`src/rtl/alu_result_capture.sv`:
```
// Capture buffer for ALU results: a DEPTH-entry circular FIFO of {Alu_Op,C,O,Z,R}
// with registered 1-cycle read, sticky over/underflow flags and a Z=1 hit counter.
module alu_result_capture #(
    parameter int DEPTH = 8
) (
    input  logic        clk,
    input  logic        reset,
    input  logic        cap_en,
    input  logic [3:0]  Alu_Op,
    input  logic [31:0] R,
    input  logic        C,
    input  logic        O,
    input  logic        Z,
    input  logic        rd_en,
    output logic [38:0] dout,
    output logic        dout_valid,
    output logic [4:0]  count,
    output logic        full,
    output logic        empty,
    output logic        ovf_err,
    output logic        udf_err,
    output logic [7:0]  zero_hits
);
    localparam int AW = $clog2(DEPTH);

    logic [38:0]   mem [DEPTH];
    logic [AW-1:0] wp_q, rp_q;
    logic [4:0]    count_q, count_d;
    logic          full_q, empty_q;
    logic [38:0]   dout_q;
    logic          dv_q;
    logic          ovf_q, udf_q;
    logic [7:0]    zh_q;
    logic          cap_ok, rd_ok;

    // A full buffer still takes a capture when a read frees a slot in the same cycle.
    assign cap_ok = cap_en && (!full_q || rd_en);
    assign rd_ok  = rd_en && !empty_q;

    always_comb begin
        count_d = count_q;
        case ({cap_ok, rd_ok})
            2'b10:   count_d = count_q + 5'd1;
            2'b01:   count_d = count_q - 5'd1;
            default: count_d = count_q;
        endcase
    end

    always_ff @(posedge clk) begin
        if (cap_ok) mem[wp_q] <= {Alu_Op, C, O, Z, R};
    end

    always_ff @(posedge clk or negedge reset) begin
        if (!reset) begin
            wp_q    <= '0;
            rp_q    <= '0;
            count_q <= '0;
            full_q  <= 1'b0;
            empty_q <= 1'b1;
            dout_q  <= '0;
            dv_q    <= 1'b0;
            ovf_q   <= 1'b0;
            udf_q   <= 1'b0;
            zh_q    <= '0;
        end else begin
            count_q <= count_d;
            full_q  <= (count_d == 5'(DEPTH));
            empty_q <= (count_d == 5'd0);
            dv_q    <= rd_ok;
            if (cap_ok) wp_q <= wp_q + 1'b1;
            if (rd_ok) begin
                rp_q   <= rp_q + 1'b1;
                dout_q <= mem[rp_q];
            end
            if (cap_en && full_q && !rd_en) ovf_q <= 1'b1;
            if (rd_en && empty_q)           udf_q <= 1'b1;
            if (cap_ok && Z && zh_q != 8'hFF) zh_q <= zh_q + 8'd1;
        end
    end

    assign dout       = dout_q;
    assign dout_valid = dv_q;
    assign count      = count_q;
    assign full       = full_q;
    assign empty      = empty_q;
    assign ovf_err    = ovf_q;
    assign udf_err    = udf_q;
    assign zero_hits  = zh_q;
endmodule

```
`config.mk`:
```
export PLATFORM = sky130hd
export DESIGN_NAME = alu_result_capture
export DESIGN_NICKNAME = d
export VERILOG_FILES = /design/src/rtl/alu_result_capture.sv
export SDC_FILE = /design/constraint.sdc
export NUM_CORES = 1
export LEC_CHECK = 0
export CAP_MARGIN = 30
export CORE_UTILIZATION = 43
export DETAILED_ROUTE_END_ITERATION = 7
export PLACE_DENSITY = 0.69
export REMOVE_ABC_BUFFERS = 1
export SYNTH_ARGS = -nofsm -noshare
export SYNTH_HDL_FRONTEND = slang
export SYNTH_SLANG_ARGS = --single-unit
```
`constraint.sdc`:
```
create_clock -name clk -period 4.65 [get_ports clk]
set_clock_uncertainty 0.1 [all_clocks]
set_input_delay 0.93 -clock clk [delete_from_list [all_inputs] [get_ports clk]]
set_output_delay 0.93 -clock clk [all_outputs]
set_load 0.005 [all_outputs]
```
==> results of run 1 <==
## kinds of logic after synthesis
logic type,share of synthesized area (%)
adder cells (fa/ha/maj),0.5279
multiplexers,15.26
AO/OA/AOI/OAI,2.085
buffers and inverters,1.302
XOR/XNOR,0.9238
flip-flops,76.98
AND/OR/NAND/NOR,2.930
## power groups by stage
stage | clock network [W] | logic (W) | registers (W)
final | 0.00304 | 0.00255 | 0.00486
after global routing | 0.00326 | 0.00279 | 0.00496
after CTS | 0.00311 | 0.00262 | 0.00488
after detailed placement | 0 | 0.00260 | 0.00494
after global placement | 0 | 0.00257 | 0.00492
after floorplan | 0 | 0.00156 | 0.00490
## synthesized netlist by cell type (all sizes together)
cell     count
nand3b       1
mux4        78
edfxtp     312
nor3         6
o211ai       1
nand3        7
a22o         1
nand2       54
xnor2       11
mux2i       39
ha           6
dfstp        1
nor4b        2
a32oi        1
nand4        2
xor2         4
o21ai       40
or2          1
nor3b        1
a31o         1
a21oi        2
a21o         1
a221o        1
o2111ai      2
o211a        1
nor2        11
buf         19
clkinv       1
o21bai       1
or3b         1
and2         1
clkbuf      17
dfrtp       62
nand2b       5
inv          5
mux2         2
## stage by stage
stage	hold WS [ns]	std cells	utilization, %
after floorplan	0.3510	665	-
after global placement	0.3373	1223	48.60
after detailed placement	0.3437	1223	48.60
after CTS	0.3567	1297	52.55
after global routing	0.2291	1298	52.62
final	0.2191	1299	52.62
## routing by layer
layer / track usage [%] / wire [um] / vias up
li1: - / - / 3055
met1: 22.20 / 11810 / 3486
met2: 26.39 / 12770 / 147
met3: 2.991 / 1167 / 45
met4: 4.367 / 450 / 0
met5: 0 / 0 / -
## state kept, by name (all words and copies together), names as in the netlist
| signal | cells |
|---|---|
| count | 5 |
| dout | 39 |
| dout_valid | 1 |
| empty | 1 |
| full | 1 |
| mem | 312 |
| ovf_err | 1 |
| rp_q | 3 |
| udf_err | 1 |
| wp_q | 3 |
| zero_hits | 8 |
## path summary, 6_finish.rpt
path / to / slack, ns
hold reg to reg: udf_err / 0.35
min in group clk: udf_err / 0.35
max in group asynchronous: empty / 3.63
setup reg to reg: dout[3] / 2.04
setup / recovery: mem[7][29] / 1.57
hold / removal: dout[10] / 0.22
## cell type report
class / instances / area [um^2]
Fill cell: 2583 / 15410
Sequential cell: 375 / 10960
Multi-Input combinational cell: 284 / 3152
Timing Repair Buffer: 117 / 1149
Clock buffer: 48 / 1051
Tap cell: 442 / 553.0
Clock inverter: 26 / 234.0
Inverter: 6 / 22.52
Antenna cell: 1 / 2.502
==> impl_metrics.ini, run 1 <==
[run_status]
status = finished clean

[global_route]
gr-total-overflow = 0
grt_pass1_vias = 7018
grt_usage_pct = 16.11
grt_pass1_wl_mm = 41.02
antenna_found_initial = 1
grt_max_degree = 82

[clocking]
cts-buffers-inserted = 40
post-cts-setup-buffers = 0
cts_hold_buf = 0
clockRootBuffer = clkbuf_16
cts_tree = done
htree_levels = 2
cts.path.max_buffers = 3
post_cts_resized = 0
cts.sinks = 375
clk_pin_slew_worst_paths_ns = 0.06
clk_latency_ns = 0.53

[logic_synthesis]
synth.top_cell.area_share_pct = 65.88
yosysSeqAreaShare_pct = 76.98
syn_inst = 701
ys_warn_count = 0
netlist_top_cells_area = edfxtp_1 (66%), mux4_2 (12%), dfrtp_1 (11%)
synth.distinct_cells = 41
syn_area_per_cell_um2 = 20.29
syn_area_um2 = 14220
yosysTopAreaCell = edfxtp_1
ys_ff_latch = 375

[job]
cap_violations = 0

[place]
dp_hpwl_mm = 15.06
gp_congestion = 0.7616
port_buffers = 99
place_area_um2 = 15810
dp_slack_ns = 0.9928

[critical_path]
r2r-start = rp_q[0]
critical_path_buf_inv_count = 2
critPathKind = in2reg
path_delay_family = simple AND/OR/NAND/NOR gates
startpoint_type = input pin
end_kind = flop
reg2reg_depth = 4
worst_path_max_delay_cell = nor2_4
crit_path_max_incr_delay_ns = 0.76
critPathLaunch = rd_en
crit_path_cell_trace = clkdlybuf4s50_1 > nand2b_1 > nand3_1 > nor2_4 > buf_4
crit_arrival_ns = 3.22
critical_path.max_fanout = 23
required_ns = 4.78
cp.depth = 5

[floorplan]
rows = 66
die_area_um2 = 33800
ioPinCount = 100
core_area_um2 = 32540
die_x_um = 183.9
start_util_pct = 43.71
fp.dieH_um = 183.9

[route]
firstDrtPassIters = 5
drc_errors = 0
vias = 6733
drt_iter0_drc = 392
antenna_left = 0
post_drt_wl_per_cell_um = 20.16
viasPerCell = 5.183
wirelength_mm = 26.19

[final_layout]
area_growth_pct = 20.39
final_common_cell = edfxtp_1
drive_above_1_share_pct = 20.21
final_cell_mix = edfxtp_1 (312), clkdlybuf4s50_1 (98), mux4_2 (78)
fin_area_um2 = 17120
nets = 873

[timing]
finalCriticalPeriod_ns = 3.083
period_share_pct = 66.29
setup_slack_ns = 1.567
hold_violations = 0
slew_viol_final = 0
relSlewSlack_pct = 37.82
rsz0062_at_grt = false
fin_setup_tns_ns = 0
fmax_ghz = 0.3244
worstMarginPinSlew_ns = 0.9328
setup_viol = 0

[power_and_ir_drop]
p_int_w = 0.007516
irDropWorstVdd_mv = 0.2836
clockPowerShare_pct = 29.1
pwr-share-comb_pct = 24.4
powerDensity_nw_per_um2 = 610.2
p_sw_w = 0.002932
swShare_pct = 28.07
p_leak_nw = 5.816
power_w = 0.01045
p_seq_share_pct = 46.5

[worst_hold_path]
hold_path.class = in2async
No activity file was read; power rests on OpenSTA's default activity.
==> run 2: changes to the inputs <==
--- a/config.mk
+++ b/config.mk
@@ -8,7 +8,7 @@
 export CAP_MARGIN = 30
 export CORE_UTILIZATION = 43
 export DETAILED_ROUTE_END_ITERATION = 7
-export PLACE_DENSITY = 0.69
+export PLACE_DENSITY = 0.72
 export REMOVE_ABC_BUFFERS = 1
 export SYNTH_ARGS = -nofsm -noshare
 export SYNTH_HDL_FRONTEND = slang
==> constraint.sdc (replaced) <==
create_clock -name clk -period 2.6 [get_ports clk]
set_clock_uncertainty 0.1 [all_clocks]
set_input_delay 0.52 -clock clk [delete_from_list [all_inputs] [get_ports clk]]
set_output_delay 0.52 -clock clk [all_outputs]
set_load 0.005 [all_outputs]
==> impl_metrics.ini, run 2 (same netlist as run 1, synthesis figures left out) <==
[power_and_ir_drop]
irDropWorstVdd_mv = 0.5487
p_int_w = 0.01358
p_seq_share_pct = 44.3
pwr-share-comb_pct = 28.0
powerDensity_nw_per_um2 = 1082
p_leak_nw = 5.935
p_sw_w = 0.005223
clockPowerShare_pct = 27.7
swShare_pct = 27.77

[clocking]
htree_levels = 2
cts.path.max_buffers = 3
clockRootBuffer = clkbuf_16
clk_pin_slew_worst_paths_ns = 0.06
clk_latency_ns = 0.52
cts-buffers-inserted = 38
cts_tree = done
cts.sinks = 375

[timing]
period_share_pct = 88.72
fin_setup_tns_ns = 0
relSlewSlack_pct = 47.87
rsz0062_at_grt = false
fmax_ghz = 0.4335
finalCriticalPeriod_ns = 2.307
slew_viol_final = 0
worstMarginPinSlew_ns = 0.7820
setup_viol = 0
holdWs_ns = 0.3533
hold_violations = 0

[route]
drt_iter0_drc = 518
firstDrtPassIters = 4
viasPerCell = 5.204
antenna_left = 0
drc_errors = 0
wirelength_mm = 27.08
vias = 6864
post_drt_wl_per_cell_um = 20.53

[final_layout]
final_cell_mix = edfxtp_1 (312), clkdlybuf4s50_1 (98), mux4_2 (78)
final_common_cell = edfxtp_1
top_register = mem
fillCellCount = 2499
drive_above_1_share_pct = 22.15
nets = 895
area_growth_pct = 22.25
fin_cells = 1319
largest_register_ffs = 312

[critical_path]
reg2reg_depth = 8
required_ns = 2.88
worstReg2RegEnd = full
startpoint_type = input pin
crit_arrival_ns = 2.59
critPathKind = in2reg
r2r-start = empty
ff2ff_setup_slack_ns = 0.38
end_kind = flop
critical_path.max_fanout = 3

[floorplan]
die_x_um = 183.9
die_area_um2 = 33800
start_util_pct = 43.71
fp.dieH_um = 183.9
ioPinCount = 100
core_area_um2 = 32540
rows = 66

[worst_hold_path]
hold_path.class = reg2reg
holdCritStartpoint = udf_err
hold_depth = 1
worstHoldEndpoint = udf_err

[place]
dp_hpwl_mm = 16.23
port_buffers = 99
gp_congestion = 0.7813
dpl.cell_count = 1247

[global_route]
gr-total-overflow = 0
grt_pass1_vias = 7202
grt_usage_pct = 16.52
grt_pass1_wl_mm = 41.83
antenna_found_initial = 4
grt_max_degree = 82

[job]
cap_violations = 0

[run_status]
status = finished clean
run 2: changes by cell type in the layout (fill, tap and decap cells not counted), sizes merged:
cell,change
clkinv,-5
buf,+23
inv,-1
dlygate4sd3,+1
clkinvlp,+1
bufinv,+1
run 2: repair_timing:
action / CTS / global route
hold endpoints to repair: 38 / 0
resized for setup: 0 / 0
hold buffers: 1 / 0
setup buffers: 0 / 0
run 2: layout make-up:
type | count | area (um^2) | area share (%)
diodes | 1 | 2.502 | 0.01439
clock buffers | 48 | 998.5 | 5.743
clock inverters | 22 | 205.2 | 1.180
inverters | 6 | 22.52 | 0.1295
multi-input cells | 284 | 3152 | 18.13
flip-flops and latches | 375 | 10960 | 63.03
well taps | 442 | 553.0 | 3.181
repair buffers | 141 | 1494 | 8.593
run 2: critical path, stage by stage:
cell and delay, ns:
clkdlybuf4s50_1 0.47, or3b_1 0.41, xnor2_1 0.15, ha_1 0.22
o211a_1 0.20, o21ai_0 0.17, a21oi_1 0.10, xor2_1 0.26
nor3b_2 0.08
run 2: how the worst max path moves through the flow:
stage,from,to,slack (ns)
detailed placement,rd_en,empty,-0.20
CTS,count[2],count[2],0.31
global route,rd_en,full,0.18
floorplan,rd_en,mem[0][0],-1.78
global placement,rd_en,full,-0.19
finish,rd_en,full,0.29
run 2: power by group through the flow:
stage,Combinational [W],Clock (W),Sequential [W]
2_1_floorplan,0.00271,0,0.00873
3_3_place_gp,0.00527,0,0.00840
3_5_place_dp,0.00536,0,0.00846
4_1_cts,0.00540,0.00533,0.00835
5_1_grt,0.00570,0.00556,0.00846
6_report,0.00526,0.00521,0.00833
run 2: stage by stage:
stage	power, W	area, um^2	setup WS [ns]	utilization (%)
after floorplan	0.01144	14060	-1.776	-
after global placement	0.01367	16170	-0.1870	49.70
after detailed placement	0.01382	16170	-0.1967	49.70
after CTS	0.01909	17380	0.3101	53.43
after global routing	0.01972	17380	0.1752	53.43
final	0.01881	17390	0.2932	53.43
run 2: layer usage:
metal  part of all wire, %  track usage (%)
met5                 0.078                0
met4                   1.1            3.567
met3                   5.4            3.269
met2                    50            27.65
met1                    43            22.47
==> run 3: changes to the inputs <==
==> constraint.sdc (replaced) <==
create_clock -name clk -period 2.1 [get_ports clk]
set_clock_uncertainty 0.1 [all_clocks]
set_input_delay 0.42 -clock clk [delete_from_list [all_inputs] [get_ports clk]]
set_output_delay 0.42 -clock clk [all_outputs]
set_load 0.005 [all_outputs]
==> impl_metrics.ini, run 3 (same netlist as run 1, synthesis figures left out) <==
[final_layout]
top_register = mem
drive_above_1_share_pct = 24.32
area_growth_pct = 23.90
final_cell_mix = edfxtp_1 (312), clkdlybuf4s50_1 (94), mux4_2 (78)
final_common_cell = edfxtp_1
fin_cells = 1327
largest_register_ffs = 312
fin_util_pct = 54.16
nets = 905

[place]
dpl.cell_count = 1255
dp_hpwl_mm = 16.66
port_buffers = 99
dp_slack_ns = -0.5836
gp_congestion = 0.7949

[timing]
relSlewSlack_pct = 61.63
setup_viol = 1
fmax_ghz = 0.4741
rsz0062_at_grt = true
period_share_pct = 100.4
setup_slack_ns = -0.009444
worstMarginPinSlew_ns = 0.5756
slew_viol_final = 0
finalCriticalPeriod_ns = 2.109
fin_setup_tns_ns = -0.009444
hold_violations = 0

[clocking]
cts_tree = done
clk_pin_slew_worst_paths_ns = 0.06
cts.path.max_buffers = 3
cts.sinks = 375
htree_levels = 2
clockRootBuffer = clkbuf_16
cts-buffers-inserted = 39
clk_latency_ns = 0.52

[critical_path]
critical_path_buf_inv_count = 0
ff2ff_setup_slack_ns = -0.009
crit_path_frequent_cell = nor3_2
cp.depth = 7
crit_path_max_incr_delay_ns = 0.40
startpoint_type = flop
worst_path_max_delay_cell = or3b_4
end_kind = flop
reg2reg_depth = 7
crit_path_cell_trace = or3b_4 > xnor2_1 > ha_2 > mux2_2 > nor3_2 > nor3_2 > nor3b_2
path_delay_family = simple AND/OR/NAND/NOR gates
r2r-start = empty
critical_path.max_fanout = 3
worstReg2RegEnd = full
crit_arrival_ns = 2.45
required_ns = 2.44
critPathKind = reg2reg

[floorplan]
die_x_um = 183.9
die_area_um2 = 33800
start_util_pct = 43.71
rows = 66
fp.dieH_um = 183.9
ioPinCount = 100
core_area_um2 = 32540

[route]
vias = 6956
post_drt_wl_per_cell_um = 20.37
drc_errors = 0
viasPerCell = 5.242
drt_iter0_drc = 570
antenna_left = 0
wirelength_mm = 27.04
firstDrtPassIters = 5

[global_route]
gr-total-overflow = 0
grt_usage_pct = 16.59
antenna_found_initial = 2
grt_pass1_vias = 7266
grt_pass1_wl_mm = 42.03
grt_max_degree = 82

[run_status]
status = finished with violations
violations = negative setup slack

[power_and_ir_drop]
powerDensity_nw_per_um2 = 1350
p_leak_nw = 6.062
power_w = 0.02379
irDropWorstVdd_mv = 0.6431

[job]
cap_violations = 0

[worst_hold_path]
hold_depth = 3
worstHoldEndpoint = udf_err
hold_path.class = in2reg
holdCritStartpoint = rd_en
## run 3: layout make-up
type                    instances  area [um^2]
diodes                          1        2.502
clock buffers                  55         1119
clock inverters                14        142.6
fillers                      2539        14920
inverters                       6        26.28
multi-input cells             284         3206
flip-flops and latches        375        10960
well taps                     442        553.0
repair buffers                150         1609
## run 3: what timing repair did
action / in CTS / in global routing
setup endpoints to repair: 11 / 46
resized for setup: 10 / 11
pin swaps: 3 / 5
gates cloned: 0 / 0
buffers inserted: 0 / 1
hold buffers: 1 / 0
hold endpoints to repair: 27 / 0
## run 3: where the power goes
group	internal, W	switching (W)
combinational	0.00369	0.00304
clock	0.00407	0.00267
sequential	0.00950	0.000814
## run 3: per-stage QoR
| stage | hold slack (ns) | instance area, um^2 |
|---|---|---|
| 6_report | 0.1764 | 17620 |
| 5_1_grt | 0.1827 | 17620 |
| 4_1_cts | 0.3134 | 17560 |
| 3_5_place_dp | 0.3156 | 16270 |
| 3_3_place_gp | 0.3195 | 16270 |
| 2_1_floorplan | 0.02441 | 14060 |
## run 3: worst max path at each step
stage	endpoint	start	slack (ns)
floorplan	dout[0]	rp_q[0]	-2.18
global placement	empty	rd_en	-0.60
detailed placement	full	rd_en	-0.58
CTS	full	rd_en	0.004
global route	full	empty	-0.09
finish	full	empty	-0.009
## run 3: worst register-to-register path: stages, from the launching register on
cell and delay (ns):
dfstp_2 0.37, or3b_4 0.40, xnor2_1 0.16, ha_2 0.30
mux2_2 0.29, nor3_2 0.17, nor3_2 0.07, nor3b_2 0.18
## run 3: per-layer routing
layer | wire length (um) | up-vias | global-route usage [%]
met3 | 1479 | 45 | 3.368
met4 | 571 | 0 | 4.533
met1 | 11750 | 3604 | 22.78
li1 | - | 3113 | -
met2 | 13240 | 194 | 27.02
met5 | 0 | - | 0
==> patch 1: new RTL, flow settings as in run 1 <==
Put one more register stage on the output `count`, cleared by the reset. The value now appears one clock later. The other outputs are not delayed to match.
--- a/src/rtl/alu_result_capture.sv
+++ b/src/rtl/alu_result_capture.sv
@@ -80,7 +80,13 @@
 
     assign dout       = dout_q;
     assign dout_valid = dv_q;
-    assign count      = count_q;
+    always_ff @(posedge clk or negedge reset) begin
+        if (!reset) begin
+            count <= '0;
+        end else begin
+            count <= count_q;
+        end
+    end
     assign full       = full_q;
     assign empty      = empty_q;
     assign ovf_err    = ovf_q;
Formal check against the unedited RTL: not equivalent (Yosys sat finds a counterexample within 4 cycles, from zero or initial values and one cycle with reset low).
==> patch 1 against run 1 <==
Non-clock buffer count down 3. Sequential cell count up 5. Area after synthesis up 0.84%. First-iteration DRC count up 11%. Combinational power up 2%. Total power up 2.3%. Setup slack worse by 0.036 ns. Routed wire length up 0.15%. Design area up 1.2%. Critical path type unchanged. Largest power group unchanged. Clock power up 4%. Global-route usage up 0.071 points. Critical endpoint is now full.
==> patch 1: results (changes against run 1) <==
- Multiplexer share of the synthesized area: 15.3% (about the same)
- Setup Buffers After CTS: 0 (unchanged)
- Pleak: 5.88 nW (+1.1%)
- DRT iter0 DRCs: 435 (+11%)
- CP Max Fanout: 6 (-74%)
- Measured slew at the worst slew-check pin: 0.935 ns (+0.00195 ns)
- Synth cell count leaders: edfxtp_1, mux4_2, dfrtp_1, nand2_1, mux2i_1
- Compound-Gate Fraction of Synth Area: 1.88% (-0.21 points)
- Synth area leaders: edfxtp_1, mux4_2, dfrtp_1
- Yosys cell types: 42 (+2.4%)
- RePlAce Congestion: 0.743 (-2.4%)
- Post-synthesis adder-cell area fraction: 0.436% (-0.092 points)
- First-pass GRT wire length: 41000 um (about the same)
- Hpwl dp: 15100 um (+0.41%)
- Post-synthesis xor/xnor area fraction: 1.03% (+0.11 points)
- H-tree lvl count: 2 (unchanged)
- Layout cells sized above 1: 20.5% (+0.26 points)
- Vias in the first global route: 7092 (+1.1%)
- Critical path's largest stage delay: 0.60 ns (-0.16 ns)
- Register area share after synthesis: 77.2% (+0.23 points)
- DR WL met3: 1380 um (+18%)
- Met2 WL: 13400 um (+4.6%)
- Status: finished clean
- M1 WL: 11100 um (-6.1%)
- Seq power: 4.94 mW (+2%)
- Combinational power: 2.60 mW (+2%)
- Fraction of registers with async set/reset: 17.9% (+1.1 points)
- NumNets Final: 867 (-0.69%)
- Cell Int Power: 7.75 mW (+3.1%)
- Top Metal Used: met5
- Area after DPL: 0.0160 mm2 (+1.1%)
-- patch 1: routing by layer --
metal	track usage (%)	up-vias
met5	0	-
met4	4.36	2
met3	3.00	37
met2	27.4	152
met1	21.6	3439
li1	-	3034
-- patch 1: stage by stage --
stage / setup slack (ns) / total power, mW / instances / hold WS, ns
finish: 1.53 / 10.7 / 1292 / 0.236
global route: 1.34 / 11.3 / 1292 / 0.256
CTS: 1.53 / 10.9 / 1291 / 0.315
detailed placement: 1.00 / 7.67 / 1218 / 0.301
global placement: 1.08 / 7.63 / 1218 / 0.297
floorplan: 0.0223 / 6.57 / 663 / 0.272
-- patch 1: logic make-up (layout without fill, tap and decap cells) --
| group | count (synthesis) | count (layout) |
|---|---|---|
| XOR/XNOR | 16 | 16 |
| multiplexers | 121 | 121 |
| AO/OA/AOI/OAI | 49 | 49 |
| flip-flops | 380 | 380 |
| buffers and inverters | 40 | 192 |
| AND/OR/NAND/NOR | 87 | 87 |
| adder cells (fa/ha/maj) | 5 | 5 |
-- patch 1: path summary, 6_finish.rpt --
| check | end | slack, ns |
|---|---|---|
| min reg2reg | count[4] | 0.31 |
| max in group asynchronous | rp_q[1] | 3.63 |
| max reg2reg | dout[7] | 2.10 |
| max | full | 1.53 |
| min | zero_hits[4] | 0.24 |
| min in group clk | count[4] | 0.31 |
-- patch 1: worst reg2reg max path: stages, from the launching register on --
cell     delay, ns
dfrtp_4       0.93
buf_4         0.47
mux4_2        0.61
mux2i_1       0.21
o21ai_1       0.08
-- patch 1: layout make-up --
type	instances	area (um2)
Clock buffer	54	1080
Clock inverter	19	233
Fill cell	2575	15400
Inverter	5	18.8
Multi-Input combinational cell	278	3150
Sequential cell	380	11100
Tap cell	442	553
Timing Repair Buffer	114	1200
==> patch 2: new RTL, config.mk and constraints of run 1 <==
Without the edit above. Change the parameter `DEPTH` from 8 to 16.
--- a/src/rtl/alu_result_capture.sv
+++ b/src/rtl/alu_result_capture.sv
@@ -1,7 +1,7 @@
 // Capture buffer for ALU results: a DEPTH-entry circular FIFO of {Alu_Op,C,O,Z,R}
 // with registered 1-cycle read, sticky over/underflow flags and a Z=1 hit counter.
 module alu_result_capture #(
-    parameter int DEPTH = 8
+    parameter int DEPTH = 16
 ) (
     input  logic        clk,
     input  logic        reset,
Behaviour: no difference found for any inputs over 4 cycles, from zero or initial values and one cycle with reset low; that may be too few to reach the edited logic, so the function may still have changed.
==> patch 2 against run 1 <==
Die area up 84%. Area after synthesis is 85% higher. Cell count is 70% higher. Routed wire length rose by 110%. Sequential cell count increased by 314. First-iteration DRC count rose by 130%. Setup slack improved by 0.047 ns. Non-clock buffer count is 26 higher. Total power up 77%. Via count grew 81%. Design area is 80% higher.
==> patch 2: results (changes against run 1) <==
- DRT iter0 DRCs: 914 (+130%)
- Slew headroom: 45.5% (+7.7 points)
- Slowest cell on crit path: clkdlybuf4s50_1
- Vias in the first global route: 12964 (+85%)
- Register area share after synthesis: 77.4% (+0.43 points)
- Final std cells w/o fill: 2209 (+70%)
- Hpwl dp: 32000 um (+110%)
- Synthesized instance count: 1220 (+74%)
- Ys Warns: 0 (unchanged)
- Skew-Pair Late Insertion Delay: 0.61 ns (+0.08 ns)
- CP Max Fanout: 7 (-70%)
- Largest net degree at the start of global routing: 63 (-23%)
- N_diodes: 0 (-1)
- H-tree lvl count: 3 (+1)
- Path depth of the worst reg2reg path: 6 (+2)
- Fraction of registers with async set/reset: 9.43% (-7.4 points)
- Pleak: 10.1 nW (+74%)
- Yosys cell types: 42 (+2.4%)
- Synth cell count leaders: edfxtp_1, mux4_2, mux2i_1, dfrtp_1, nor2_1
- First-pass GRT wire length: 82900 um (+100%)
- WL/cell: 24.5 um (+21%)
- Filler cells: 4712 (+82%)
- Post-synth EDFFs: 624 (+100%)
- Status: finished clean
- Crit-path leading delay family: compound AO/OA/AOI/OAI gates
- Post-placement cell count: 2082 (+70%)
- Largest register by flop count: mem
- Via count: 12200 (+81%)
- VDD IR max: 0.290 mV (+2.1%)
- Gr usage total: 17.9% (+1.8 points)
- Total CTS buffers: 71 (+78%)
- NumNets Final: 1425 (+63%)
- Sw frac: 28.5% (+0.41 points)
- Layout cells sized above 1: 23.1% (+2.9 points)
- Synth area leaders: edfxtp_1, mux4_2, dfrtp_1
- Arrival time of the worst setup path: 3.45 ns (+0.23 ns)
- RePlAce Congestion: 0.769 (+0.96%)
- Area after DPL: 0.0285 mm2 (+80%)
- Max reg flops: 624 (+100%)
- Critical path's largest stage delay: 0.54 ns (-0.22 ns)
==> patch 2: changes by cell type in the layout (fill, tap and decap cells not counted), sizes merged, moves of 4 or more <==
cell,before,now
inv,8,15
nand2,54,16
and2,1,5
edfxtp,312,624
nor4,0,5
clkbuf,48,95
mux4,78,156
mux2i,39,80
buf,19,45
nor2,11,48
a21oi,2,40
==> patch 2: through the flow <==
stage | utilization (%) | worst slack, ns
after floorplan | - | -2.72
after global placement | 47.2 | 1.16
after detailed placement | 47.3 | 1.06
after CTS | 50.9 | 1.68
after global routing | 50.9 | 1.39
final | 50.9 | 1.61
==> patch 2: cell families (layout without fill, tap and decap cells) <==
family | count (synthesis) | after routing | share of synthesized area, %
AND/OR/NAND/NOR | 102 | 102 | 1.87
multiplexers | 237 | 237 | 16.4
AO/OA/AOI/OAI | 92 | 92 | 1.95
buffers and inverters | 73 | 280 | 1.29
XOR/XNOR | 18 | 18 | 0.599
flip-flops | 689 | 689 | 77.4
adder cells (fa/ha/maj) | 9 | 9 | 0.428
==> patch 2: path summary, 6_finish.rpt <==
| kind | start | end | slack [ns] |
|---|---|---|---|
| min in group clk | udf_err | udf_err | 0.36 |
| max reg2reg | rp_q[0] | dout[34] | 1.93 |
| min reg2reg | udf_err | udf_err | 0.36 |
| max | rd_en | full | 1.61 |
| min | reset | zero_hits[6] | 0.23 |
| max in group asynchronous | reset | dout[13] | 3.25 |
==> patch 2: cell type report <==
type | instances | share of cell area, %
clock inverters | 32 | 0.932
multi-input cells | 458 | 18.5
well taps | 782 | 3.18
clock buffers | 95 | 6.27
inverters | 10 | 0.122
repair buffers | 143 | 4.68
flip-flops and latches | 689 | 66.3
==> patch 2: worst register-to-register path, cell delays in order (launching register included) <==
cell and delay [ns]:
dfrtp_4 0.95, buf_12 0.40, mux4_2 0.61, mux2i_1 0.24, nor2_1 0.06, a21oi_1 0.13, o21ai_1 0.09
==> patch 2: routing by layer <==
layer  GRT usage [%]  routed length (um)  vias up
met1            23.9               22900     6500
met5               0                  17        -
met4            5.27                1240        2
li1                -                   -     5307
met3            3.63                2700       79
met2            29.9               27200      312
==> patch 2: power by group through the flow <==
| stage | logic [mW] | clock network (mW) | registers, mW |
|---|---|---|---|
| floorplan | 3.06 | 0 | 8.54 |
| global placement | 4.81 | 0 | 8.34 |
| detailed placement | 4.99 | 0 | 8.30 |
| CTS | 5.00 | 5.54 | 8.17 |
| global route | 5.29 | 5.78 | 8.25 |
| finish | 4.88 | 5.43 | 8.15 |
